File: src/rtl/hazard_control_unit.sv
// hazard_control_unit
// Central stall/flush controller for a five-stage in-order pipeline.
// Resolves, in priority order, the memory-timeout trap, data-memory wait
// states, taken branches resolved in EX and load-use hazards, and produces
// one stall/flush action per cycle for every pipeline register.
//
// Build option: define HAZ_PERF_CNT_EN to include the stall_cycles /
// flush_events performance counters. Without it both ports read 0.
//
// Stall and flush outputs are combinational: a hazard must be answered in
// the same cycle it is detected.
module hazard_control_unit #(
    parameter int unsigned MAX_WAIT = 16
) (
    input  logic        clk,
    input  logic        reset,
    input  logic [4:0]  id_rs1,
    input  logic [4:0]  id_rs2,
    input  logic        id_uses_rs1,
    input  logic        id_uses_rs2,
    input  logic        ex_mem_read,
    input  logic [4:0]  ex_rd,
    input  logic        branch_taken_ex,
    input  logic        mem_req,
    input  logic        mem_ready,
    output logic        pc_stall,
    output logic        if_id_stall,
    output logic        if_id_flush,
    output logic        id_ex_stall,
    output logic        id_ex_flush,
    output logic        ex_mem_stall,
    output logic        ex_mem_flush,
    output logic        mem_wb_stall,
    output logic        mem_wb_flush,
    output logic        mem_error,
    output logic [31:0] stall_cycles,
    output logic [31:0] flush_events
);

    typedef enum logic [1:0] {
        ST_RUN      = 2'd0,
        ST_MEM_WAIT = 2'd1,
        ST_ERR      = 2'd2
    } state_t;

    // Value of wait_cnt on the last tolerated not-ready cycle.
    localparam logic [7:0] WAIT_LAST = 8'(MAX_WAIT - 32'd1);

    state_t     state_q;
    state_t     state_d;
    logic [7:0] wait_cnt_q;
    logic [7:0] wait_cnt_d;

    logic       mem_hold_s;
    logic       load_use_s;
    logic       rs1_hit_s;
    logic       rs2_hit_s;

    assign mem_hold_s = mem_req & ~mem_ready;
    assign rs1_hit_s  = id_uses_rs1 & (id_rs1 == ex_rd);
    assign rs2_hit_s  = id_uses_rs2 & (id_rs2 == ex_rd);
    // x0 is hard-wired zero, so a load targeting it never creates a hazard.
    assign load_use_s = ex_mem_read & (ex_rd != 5'd0) & (rs1_hit_s | rs2_hit_s);

    // Next-state and wait counter: count consecutive not-ready cycles, trap on timeout.
    always_comb begin
        state_d    = state_q;
        wait_cnt_d = wait_cnt_q;
        case (state_q)
            ST_RUN: begin
                if (mem_hold_s) begin
                    state_d    = ST_MEM_WAIT;
                    wait_cnt_d = 8'd1;
                end else begin
                    wait_cnt_d = 8'd0;
                end
            end
            ST_MEM_WAIT: begin
                if (mem_ready || !mem_req) begin
                    // Completion or abort both release the pipeline this cycle.
                    state_d    = ST_RUN;
                    wait_cnt_d = 8'd0;
                end else if (wait_cnt_q == WAIT_LAST) begin
                    state_d    = ST_ERR;
                    wait_cnt_d = wait_cnt_q;
                end else begin
                    wait_cnt_d = wait_cnt_q + 8'd1;
                end
            end
            ST_ERR: begin
                // Only reset leaves the trap.
                state_d    = ST_ERR;
                wait_cnt_d = wait_cnt_q;
            end
            default: begin
                state_d    = ST_RUN;
                wait_cnt_d = 8'd0;
            end
        endcase
    end

    // State register with synchronous reset.
    always_ff @(posedge clk) begin
        if (reset) begin
            state_q    <= ST_RUN;
            wait_cnt_q <= 8'd0;
        end else begin
            state_q    <= state_d;
            wait_cnt_q <= wait_cnt_d;
        end
    end

    // Output decode: exactly one prioritised action per cycle.
    always_comb begin
        pc_stall     = 1'b0;
        if_id_stall  = 1'b0;
        if_id_flush  = 1'b0;
        id_ex_stall  = 1'b0;
        id_ex_flush  = 1'b0;
        ex_mem_stall = 1'b0;
        ex_mem_flush = 1'b0;
        mem_wb_stall = 1'b0;
        mem_wb_flush = 1'b0;
        mem_error    = 1'b0;
        if (reset) begin
            // Hold every pipeline register empty while reset is applied.
            if_id_flush  = 1'b1;
            id_ex_flush  = 1'b1;
            ex_mem_flush = 1'b1;
            mem_wb_flush = 1'b1;
        end else begin
            case (state_q)
                ST_ERR: begin
                    pc_stall     = 1'b1;
                    if_id_stall  = 1'b1;
                    id_ex_stall  = 1'b1;
                    ex_mem_stall = 1'b1;
                    mem_wb_stall = 1'b1;
                    mem_error    = 1'b1;
                end
                ST_RUN, ST_MEM_WAIT: begin
                    if (mem_hold_s) begin
                        // Freeze the front of the pipe, drain a bubble into WB.
                        pc_stall     = 1'b1;
                        if_id_stall  = 1'b1;
                        id_ex_stall  = 1'b1;
                        ex_mem_stall = 1'b1;
                        mem_wb_flush = 1'b1;
                    end else if (branch_taken_ex) begin
                        if_id_flush = 1'b1;
                        id_ex_flush = 1'b1;
                    end else if (load_use_s) begin
                        pc_stall    = 1'b1;
                        if_id_stall = 1'b1;
                        id_ex_flush = 1'b1;
                    end else begin
                        pc_stall = 1'b0;
                    end
                end
                default: begin
                    pc_stall = 1'b0;
                end
            endcase
        end
    end

`ifdef HAZ_PERF_CNT_EN
    logic [31:0] stall_cycles_q;
    logic [31:0] flush_events_q;
    logic        any_flush_s;

    assign any_flush_s = if_id_flush | id_ex_flush | ex_mem_flush | mem_wb_flush;

    // Performance counters: stalled-PC cycles and cycles with any flush; wrap naturally.
    always_ff @(posedge clk) begin
        if (reset) begin
            stall_cycles_q <= 32'd0;
            flush_events_q <= 32'd0;
        end else begin
            stall_cycles_q <= stall_cycles_q + {31'd0, pc_stall};
            flush_events_q <= flush_events_q + {31'd0, any_flush_s};
        end
    end

    assign stall_cycles = stall_cycles_q;
    assign flush_events = flush_events_q;
`else
    assign stall_cycles = 32'd0;
    assign flush_events = 32'd0;
`endif

endmodule

File: config.mk
export PLATFORM = sky130hd
export DESIGN_NAME = hazard_control_unit
export DESIGN_NICKNAME = d
export VERILOG_FILES = /design/src/rtl/hazard_control_unit.sv
export SDC_FILE = /design/constraint.sdc
export NUM_CORES = 1
export LEC_CHECK = 0
export CORE_MARGIN = 2
export CORE_UTILIZATION = 30
export CTS_CLUSTER_DIAMETER = 100
export DETAILED_ROUTE_END_ITERATION = 16
export GPL_TIMING_DRIVEN = 0
export HOLD_SLACK_MARGIN = 0.06
export PLACE_DENSITY = 0.77
export SETUP_SLACK_MARGIN = 0.4
export SYNTH_ARGS = -nofsm -noshare
export SYNTH_HDL_FRONTEND = slang
export SYNTH_SLANG_ARGS = --single-unit
File: constraint.sdc
create_clock -name clk -period 2.3 [get_ports clk]
set_input_delay 0.69 -clock clk [delete_from_list [all_inputs] [get_ports clk]]
set_output_delay 0.69 -clock clk [all_outputs]
set_load 0.1 [all_outputs]
==> Word-level counts from Yosys, hierarchy flattened <==
Cells that the tools add are included.
{ "word_totals": {"output_inout_bits": 74, "register_bits": 10} }
{ "classes": {"n_mux": 29, "n_reduce_logical": 7, "eq_ne": 8, "n_bitwise": 8, "add_sub_neg": 1} }
{ "ops": {"columns": ["op", "n"], "rows": [
  ["$pmux W8 S3", 1],
  ["$mux W1", 20],
  ["$mux W8", 2],
  ["$eq A5 B5 Y1", 2],
  ["$add A8 B1 Y8 const B", 1],
  ["$eq A8 B4 Y1 const B", 1],
  ["$mux W2", 3],
  ["$ne A3 B3 Y1 const B", 2],
  ["$pmux W2 S3", 1],
  ["$and A1 B1 Y1", 5],
  ["$reduce_bool A5 Y1", 1],
  ["$pmux W1 S2", 2],
  ["$reduce_and A2 Y1", 2],
  ["$eq A2 B1 Y1 const B", 1],
  ["$eq A2 B2 Y1 const B", 1],
  ["$logic_not A2 Y1", 1],
  ["$ne A2 B2 Y1 const B", 1],
  ["$not A1 Y1", 2],
  ["$reduce_or A2 Y1", 1],
  ["$logic_not A1 Y1", 1],
  ["$logic_or A1 B1 Y1", 1],
  ["$or A1 B1 Y1", 1]
]} }

==> Logic depth before layout (Yosys ltp) <==
{ "depth": {"word_depth": 9, "mapped_depth": 5} }

==> Least setup slack after synthesis <==
OpenSTA, ideal clock, no wires.
{ "synth_timing": {"kind": "input -> output", "startpoint": "input port mem_ready", "endpoint": "output port pc_stall", "n_path_buf": 2, "arrival_time_ns": 4.204, "path_stages": 5, "t_required_ns": 1.610, "slack_ns": -2.594, "cell_sequence": "or3b_1 buf_2 a21oi_1 o21bai_1 buf_4"} }
{ "synth_between": {"elab_chain_len": 5} }
{ "synth_lines": {"columns": ["element", "line", "rtl"], "rows": [
  ["from (decl)", "25", "input logic mem_ready,"],
  ["$not A1 Y1", "59", "assign mem_hold_s = mem_req & ~mem_ready;"],
  ["$and A1 B1 Y1", "59", null],
  ["$mux W1", null, null],
  ["$pmux W1 S2", null, null],
  ["$mux W1", null, null],
  ["to (decl)", "26", "output logic pc_stall,"]
]} }
Every way passes these cells.

==> Final worst setup path <==
{ "layout_timing": {"startpoint": "input port ex_rd[2]", "endpoint": "output port pc_stall"} }
{ "layout_between": {"elab_chain_len": 9} }
{ "layout_lines": {"columns": ["element", "line", "rtl"], "rows": [
  ["from (decl)", "22", "input logic [4:0] ex_rd,"],
  ["$eq A5 B5 Y1 (on tied branches)", "60, 61", null],
  ["$and A1 B1 Y1 (on tied branches)", "60, 61", null],
  ["$or A1 B1 Y1", "63", "assign load_use_s = ex_mem_read & (ex_rd != 5'd0) & (rs1_hit_s | rs2_hit_s);"],
  ["$and A1 B1 Y1 (*)", "63", null],
  ["$mux W1 (*)", "152", "end else if (load_use_s) begin"],
  ["$mux W1 (*)", "149", "end else if (branch_taken_ex) begin"],
  ["$mux W1 (*)", "142", "if (mem_hold_s) begin"],
  ["$pmux W1 S2 (*)", "132", "case (state_q)"],
  ["$mux W1 (*)", "125", "if (reset) begin"]
]} }
Every way passes the cells marked *; elsewhere a longest branch is shown, timed or not.

==> flow_metrics.tcl <==
set metrics [dict create \
    clk_path_buf_depth 2 \
    m1WireLength_mm 1.198 \
    grt_pass1_wl_mm 4.305 \
    required_ns 1.61 \
    grtUsageTotal_pct 11.96 \
    met2_length_mm 1.790 \
    multiInputGateArea_um2 907.1 \
    finClkSkew_ns 0.0006238 \
    ys_top_cells_by_count "68 x buf_4, 10 x dfxtp_1, 8 x xor2_1" \
    syn_area_mm2 0.001239 \
    routed_wl_mm 3.243 \
    synthFlopType "dfxtp_1" \
    clk_latency_ns 0.24 \
    core_mm2 0.004000 \
    area_growth_syn_to_layout_pct 84.85 \
    synth_xor_xnor_area_share_pct 7.071 \
    worst-path-buf-inv 3 \
    worstSetupEndpoint "pc_stall" \
    grt_pass1_vias 987 \
    reg2reg_from "state_q[1]" \
    die_w_um 68.26 \
    ant_nets 0 \
    synth.distinct_cells 38 \
    fin_util_pct 57.24 \
    drive_above_1_share_pct 50.56 \
    synth_fa_ha_area_share_pct 1.010 \
    placed_cells 302 \
    place_area_mm2 0.001953 \
    vias 1211 \
    clk_pin_slew_ns 0.05 \
    grt_remaining_overflow 0 \
    fin_area_mm2 0.002290 \
    synth_top_family_by_area "buffers and inverters" \
    finalPower_mw 1.171 \
    cp-start-kind "input port" \
    maxCapViolCount 0 \
    finalCriticalPeriod_ns 2.688 \
    yosysTopAreaCell "buf_4" \
    power_density_mw_per_mm2 511.5 \
    synth_cells 157 \
    port_buffers 32 \
    antenna_cells 0 \
    cts_hold_buf 0 \
    max_freq_mhz 372.0 \
    synth_seq_area_share_pct 16.16 \
    ys_ff_latch 10 \
    outcome "finished, violations left" \
    die_area_mm2 0.004659 \
    ir_worst_vdd_mv 0.2374 \
    finalNonFillerCells 317 \
    fp-row-count 23 \
    avgRoutedWirePerCell_um 10.23 \
    synth.most_common_cell "buf_4" \
    synth_area_leaders "buf_4 41%, dfxtp_1 16%, xor2_1 5.7%" \
    syn_avg_cell_area_um2 7.890 \
    yosysWarnings 0 \
    worstPathMaxFanout 3 \
    r2r_cells 7 \
    synth.area.mux_share_pct 0 \
    hold_violations 0 \
    worstPathArrival_ns 2.00 \
    dr_wl_met3_um 227 \
    first_pass_iters 4 \
    maxSlewViolCount 0 \
    crit_path_start "ex_rd[2]" \
    max_stage_delay_ns 0.54 \
    cp_top_family "simple AND/OR/NAND/NOR gates" \
    root_buffer "clkbuf_8" \
    grt_start_max_net_pins 10 \
    slowest_stage "or4_4" \
    final-setup-viol-count 6 \
    path_cells "buf_8 -> or4_4 -> o211ai_1 -> o21bai_4 -> buf_12 -> buf_12" \
    initialDrtViolationCount 86 \
    async_reset_ff_share_pct 0 \
    synthSimpleGateAreaFrac_pct 17.58 \
    cts.sinks 10 \
    setup.worst_path.end_class "output port" \
    synth_edf_count 0 \
    htree_levels 1 \
    top_layer "met4" \
    place.gp.congestion 0.7977 \
    violations "setup timing" \
    synth_compound_area_share_pct 15.25 \
    cts-buffers-inserted 3 \
    initial_core_util_pct 30.97 \
    fillers 353 \
    reg2reg_to "wait_cnt_q[6]" \
    fin_ws_ns -0.3881 \
    setup.worst_path.class "input port to output port" \
    rsz0062_at_grt "yes" \
    die_h_um 68.26 \
    crit_top_cell "buf_12" \
    via_per_inst 3.820 \
    antenna_found_initial 0 \
    period_share_pct 116.9 \
    crit_cells 6 \
    drcViolationCount 0 \
    cts_tree "built" \
    num_io_pins 97 \
    hold_path.class "flop to flop" \
    p_leak_nw 1.157 \
    r2r_slack_ns 0.57 \
    synth_top_area_share_pct 41.21 \
    final_nets 292 \
    seqCellArea_um2 201.4 \
    dp_hpwl_mm 2.357 \
]
worst min-delay path by stage:
stage	startpoint	endpoint	slack, ns	cells after the start
final	wait_cnt_q[7]	wait_cnt_q[7]	0.51	2
after global routing	wait_cnt_q[0]	wait_cnt_q[0]	0.53	2
after CTS	wait_cnt_q[0]	wait_cnt_q[0]	0.51	2
after detailed placement	wait_cnt_q[7]	wait_cnt_q[7]	0.49	2
after global placement	wait_cnt_q[7]	wait_cnt_q[7]	0.49	2
after floorplan	wait_cnt_q[1]	wait_cnt_q[1]	0.46	2
layout by cell type, fill, tap and decap left out, types with 2 or more instances in the layout:
cell / netlist / routed
buf_4: 68 / 73
conb_1: 1 / 64
buf_6: 0 / 12
buf_12: 0 / 12
dfxtp_1: 10 / 9
nand2_1: 7 / 6
buf_2: 2 / 6
xor2_1: 8 / 5
a21oi_1: 7 / 5
clkbuf_8: 0 / 4
xor2_2: 0 / 3
o211ai_1: 3 / 3
nor3_1: 3 / 3
nor2_1: 4 / 3
a31oi_1: 3 / 3
o21ai_1: 3 / 3
clkdlybuf4s50_1: 0 / 3
nor4_4: 0 / 2
or4_4: 1 / 2
a21oi_4: 0 / 2
o21bai_4: 0 / 2
nand3_1: 2 / 2
or4_1: 3 / 2
a211oi_1: 2 / 2
a311oi_1: 2 / 2
o21ai_0: 2 / 2
dlygate4sd2_1: 0 / 2
clkdlybuf4s15_1: 0 / 2
per-stage QoR:
stage	TNS, ns	setup WS (ns)	hold WS (ns)
2_1_floorplan	-2.836	-0.8949	0.4633
3_3_place_gp	-14.06	-1.809	0.4853
3_5_place_dp	-14.34	-1.876	0.4930
4_1_cts	-1.389	-0.4220	0.5059
5_1_grt	-1.656	-0.4213	0.5305
6_report	-1.403	-0.3881	0.5057
metal layers:
metal | global-route usage (%) | up-vias
met2 | 20.75 | 55
met5 | 0 | -
met3 | 3.454 | 4
met4 | 2.250 | 0
li1 | - | 624
met1 | 14.68 | 528
sequential cells by signal, summed over array words and instances, names as in the netlist:
register,count
state_q,2
wait_cnt_q,8
cell families (layout without fill, tap and decap cells):
family                     count (synthesis)  count (layout)
AOI/OAI and AO/OA                         29              29
xor gates and xnor gates                  10              10
adders and majority gates                  1               1
buffers and inverters                     72             119
DFF                                       10              10
other                                      1              64
and+or+nand+nor                           34              34
power breakdown:
part	total [mW]	internal (mW)	leakage, nW	switching (mW)
combinational	0.770	0.180	1.05	0.590
clock	0.225	0.151	0.0288	0.0740
sequential	0.177	0.175	0.0813	0.00162
repair_timing:
action,in CTS,in global routing
buffers inserted,8,3
endpoints found under the setup margin,17,9
pin swaps,16,10
resized for setup,171,16
worst min-delay path, stage by stage, from the launching register on:
cell and delay [ns]:
dfxtp_1 0.33, nand2_1 0.06, a31oi_1 0.07
layout make-up:
cell class	count	share of cell area [%]
Buffer	70	24.92
Clock buffer	4	2.404
Inverter	2	0.4372
Multi-Input combinational cell	138	39.62
Sequential cell	10	8.798
Tap cell	50	2.732
Timing Repair Buffer	43	21.09
No activity file was read; power rests on OpenSTA's default activity.
==> patch 1: new RTL, same flow settings <==
Re-encode `state_t` (3 states) as one-hot, 3 bits wide.
--- a/src/rtl/hazard_control_unit.sv
+++ b/src/rtl/hazard_control_unit.sv
@@ -37,10 +37,10 @@
     output logic [31:0] flush_events
 );
 
-    typedef enum logic [1:0] {
-        ST_RUN      = 2'd0,
-        ST_MEM_WAIT = 2'd1,
-        ST_ERR      = 2'd2
+    typedef enum logic [2:0] {
+        ST_RUN      = 3'b001,
+        ST_MEM_WAIT = 3'b010,
+        ST_ERR      = 3'b100
     } state_t;
 
     // Value of wait_cnt on the last tolerated not-ready cycle.
Check against the original RTL: same outputs for any inputs over 10 cycles, from zero or initial values and one cycle with reset high; not proved beyond that.
==> patch 1 against the original RTL <==
- the flow still finishes with violations (negative setup slack)
- routed wire length up 8.7%
- fmax down 5.1%
- cell area increased by 7.6%
- utilization up 0.13 points
- count of clock-buffer cells in the layout did not move
- non-clock buffer count up 6
- setup slack got worse by 0.15 ns
- cell count rose by 3.8%
- area after synthesis increased by 6.8%
- total power rose by 1.1%
- sequential cell count up 1
- highest routed layer unchanged
==> patch 1: results (changes against the original RTL) <==
metric;value;unit;change
clock_area_share;1.83;%;-0.58 points
area_growth;86.3;%;
nonClkBufAreaFrac;45.8;%;-0.25 points
setup_viol;5;;-1
fin_nets;302;;+3.4%
tapCellCount;52;;+4.0%
nonClockBufferCount;119;;+5.3%
finClkSkew;0.00304;ns;+0.00241 ns
worst_path_max_delay_cell;nor4_2;;
drtIter0Drc;22;;-74%
status;finished with violations;;
post_drt_wl_per_cell;10.7;µm;+4.7%
grt_pass1_wl;4660;µm;+8.2%
syn_inst;161;;+2.5%
pwr-share-seq;16.5;%;+1.4 points
layout-drive-gt1-share;50.5;%;about the same
nFillCells;378;;+7.1%
vias;1260;;+4.0%
comb_power;790;µW;+2.6%
multi_input_comb_cells;137;;-0.72%
p_int;504;µW;-0.39%
fin_ws;-0.534;ns;-0.145 ns
violations;negative setup slack;;
peakVddDrop;0.259;mV;+9.2%
cp-endpoint;id_ex_flush;;
[patch 1: cell types whose count changed after synthesis, sizes merged, moves of 3 or more]
cell	change
o211ai	-3
nand2	-5
o31ai	+4
nor3	-3
inv	+4
o21ai	-3
[patch 1: repair_timing]
item,in CTS,in global routing
endpoints found under the setup margin,18,11
hold buffers,0,0
pin swaps,18,11
buffers inserted,4,13
endpoints found under the hold margin,0,0
resized for setup,178,20
[patch 1: routing by layer]
metal | track usage [%] | part of all wire, % | vias to the layer above
met5 | 0 | 0 | -
met4 | 2.56 | 0.88 | 0
met3 | 2.60 | 6.4 | 4
met2 | 20.9 | 54 | 47
met1 | 13.6 | 38 | 552
li1 | - | - | 657
[patch 1: worst max-delay path, delay by kind of cell]
family	cells	cell delay [ns]
buffers and inverters	2	0.45
AND/OR/NAND/NOR	1	0.38
AO/OA/AOI/OAI	2	0.44
XOR/XNOR	1	0.17
==> patch 2: new RTL, config.mk and constraints unchanged <==
Without the edit above. The option `HAZ_PERF_CNT_EN` is turned on by a define.
--- a/src/rtl/hazard_control_unit.sv
+++ b/src/rtl/hazard_control_unit.sv
@@ -9,6 +9,8 @@
 //
 // Stall and flush outputs are combinational: a hazard must be answered in
 // the same cycle it is detected.
+`define HAZ_PERF_CNT_EN
+
 module hazard_control_unit #(
     parameter int unsigned MAX_WAIT = 16
 ) (
Behaviour: not the same (a bounded check fails within 4 cycles, from zero or initial values and one cycle with reset high).
==> patch 2 against the original RTL <==
- the run still ends with negative setup slack left
- clock skew increased by 0.0061 ns
- sequential power increased to 7.3 times the old value
- sequential cell count increased by 64
- cell area increased to 2.6 times the old value
- hold slack got worse by 0.0036 ns
- combinational power decreased by 54%
- die area increased to 2.8 times the old value
- setup slack got worse by 0.18 ns
- total power increased to 2.7 times the old value
- routed wire length increased to 3.4 times the old value
- area after synthesis increased to 2.9 times the old value
- fmax decreased by 6.3%
- critical path type is now in2reg
==> patch 2: results (changes against the original RTL) <==
metric;value;unit;change
use_met3;4.08;%;+0.62 points
drtIter0Drc;252;;+190%
critPathTopFamily;simple AND/OR/NAND/NOR gates;;
grt_usage;16.3;%;+4.3 points
grt_pass1_wl;17500;µm;+310%
peakVddDrop;0.274;mV;+15%
cts_buffers;9;;+6
power;3210;µW;+170%
synth_top_cells_by_count;74 x dfxtp_1, 39 x a21oi_1, 34 x nor2_1, 28 x or4_1;;
syn-num-nets;453;;
violations;negative setup slack;;
met2_length;5710;µm;+220%
drtPass1Iterations;4;;unchanged
num_antenna_cells;0;;unchanged
synthTopCellsByArea;dfxtp_1 41%, xor2_1 6.5%, or4_1 5.8%;;
globalRouteMet2Util;29.0;%;+8.3 points
avgSynthCellArea;8.59;µm²;+8.9%
clockBufferDepth;2;;unchanged
portBuffers;96;;+200%
crit_arrival;3.13;ns;+1.13 ns
grt_pass1_vias;3768;;+280%
dpl.cell_count;668;;+120%
htreeDepth;3;;+2
synthDistinctLibCells;45;;+18%
p_leak;0.00221;µW;+91%
post-dp-hpwl;7400;µm;+210%
clkLatencyLatePin;0.33;ns;+0.09 ns
fin_nets;596;;+100%
worst_path_max_delay_cell;or4_4;;
fin_ws;-0.569;ns;-0.180 ns
critical_path.max_fanout;7;;+4
ys.flop_type;dfxtp_1;;
drt-vias-per-instance;5.44;;+42%
status;finished with violations;;
clk_pin_slew;0.06;ns;
hp-class;reg2reg;;
layout-drive-gt1-share;42.2;%;-8.3 points
finClkSkew;0.00677;ns;+0.00615 ns
comb_power;357;µW;-54%
synth_seq_area_share;40.6;%;+24 points
place_ws;-1.86;ns;+0.0168 ns
detailroute.wirelength.met3;552;µm;+140%
gp_congestion;0.841;;+5.4%
seq_power;1300;µW;+630%
post_drt_wl_per_cell;15.4;µm;+50%
vias;3914;;+220%
critPathMaxStageDelay;0.53;ns;
power.switching;763;µW;+15%
antenna_found_initial;0;;unchanged
use_met1;19.0;%;+4.3 points
grt_max_degree;13;;+3
final.setup.tns;-21.29;ns;-19.89 ns
setup_viol;59;;+53
cts_root_buffer;clkbuf_16;;
maxUsedRoutingLayer;met4;;
drt-met1-wl;4620;µm;+290%
dpl_cell_area;5030;µm²;+160%
patch 2: cell count changes after synthesis, moves of 22 or more:
cell	unedited run	this run
or4_1	3	28
o31ai_1	0	27
dfxtp_1	10	74
nor2_1	4	34
a21oi_1	7	39
nand3_1	2	24
buf_4	68	4
patch 2: final timing paths:
check / start / end / slack, ns / cells after the start
worst max-delay path: id_rs2[4] / stall_cycles[30] / -0.57 / 12
worst min-delay path: flush_events[31] / flush_events[31] / 0.50 / 2
worst max register to register: state_q[1] / stall_cycles[30] / -0.43 / 11
worst min register to register: flush_events[31] / flush_events[31] / 0.50 / 2
patch 2: worst reg2reg max path, cell delays in order, from the launching register on:
cell and delay (ns):
dfxtp_2 0.36, or3b_4 0.38, buf_8 0.14, a21oi_4 0.19, o21bai_4 0.19, ha_4 0.19, ha_4 0.12, and4_1 0.18
clkbuf_8 0.14, nand3_4 0.11, or4_4 0.53, a21oi_2 0.13
patch 2: cell type report:
class | instances | area [µm²]
Fill cell | 1087 | 6040
Multi-Input combinational cell | 316 | 2530
Sequential cell | 74 | 1480
Timing Repair Buffer | 132 | 1150
Clock buffer | 12 | 256
Buffer | 24 | 215
Tap cell | 147 | 184
Clock inverter | 4 | 73.8
Inverter | 11 | 41.3
patch 2: logic make-up after synthesis:
| group | synth area share [%] |
|---|---|
| AO/OA/AOI/OAI | 16.1 |
| XOR/XNOR | 8.16 |
| adder cells (fa/ha/maj) | 1.71 |
| buffers and inverters | 4.25 |
| flip-flops | 40.6 |
| multiplexers | 0.583 |
| AND/OR/NAND/NOR | 28.6 |
patch 2: what timing repair did:
item                       in CTS  in global routing
setup endpoints to repair     146                 96
pin swaps                      42                 26
hold endpoints to repair        0                  0
gates resized for setup       530                 92
setup buffers                  26                 10
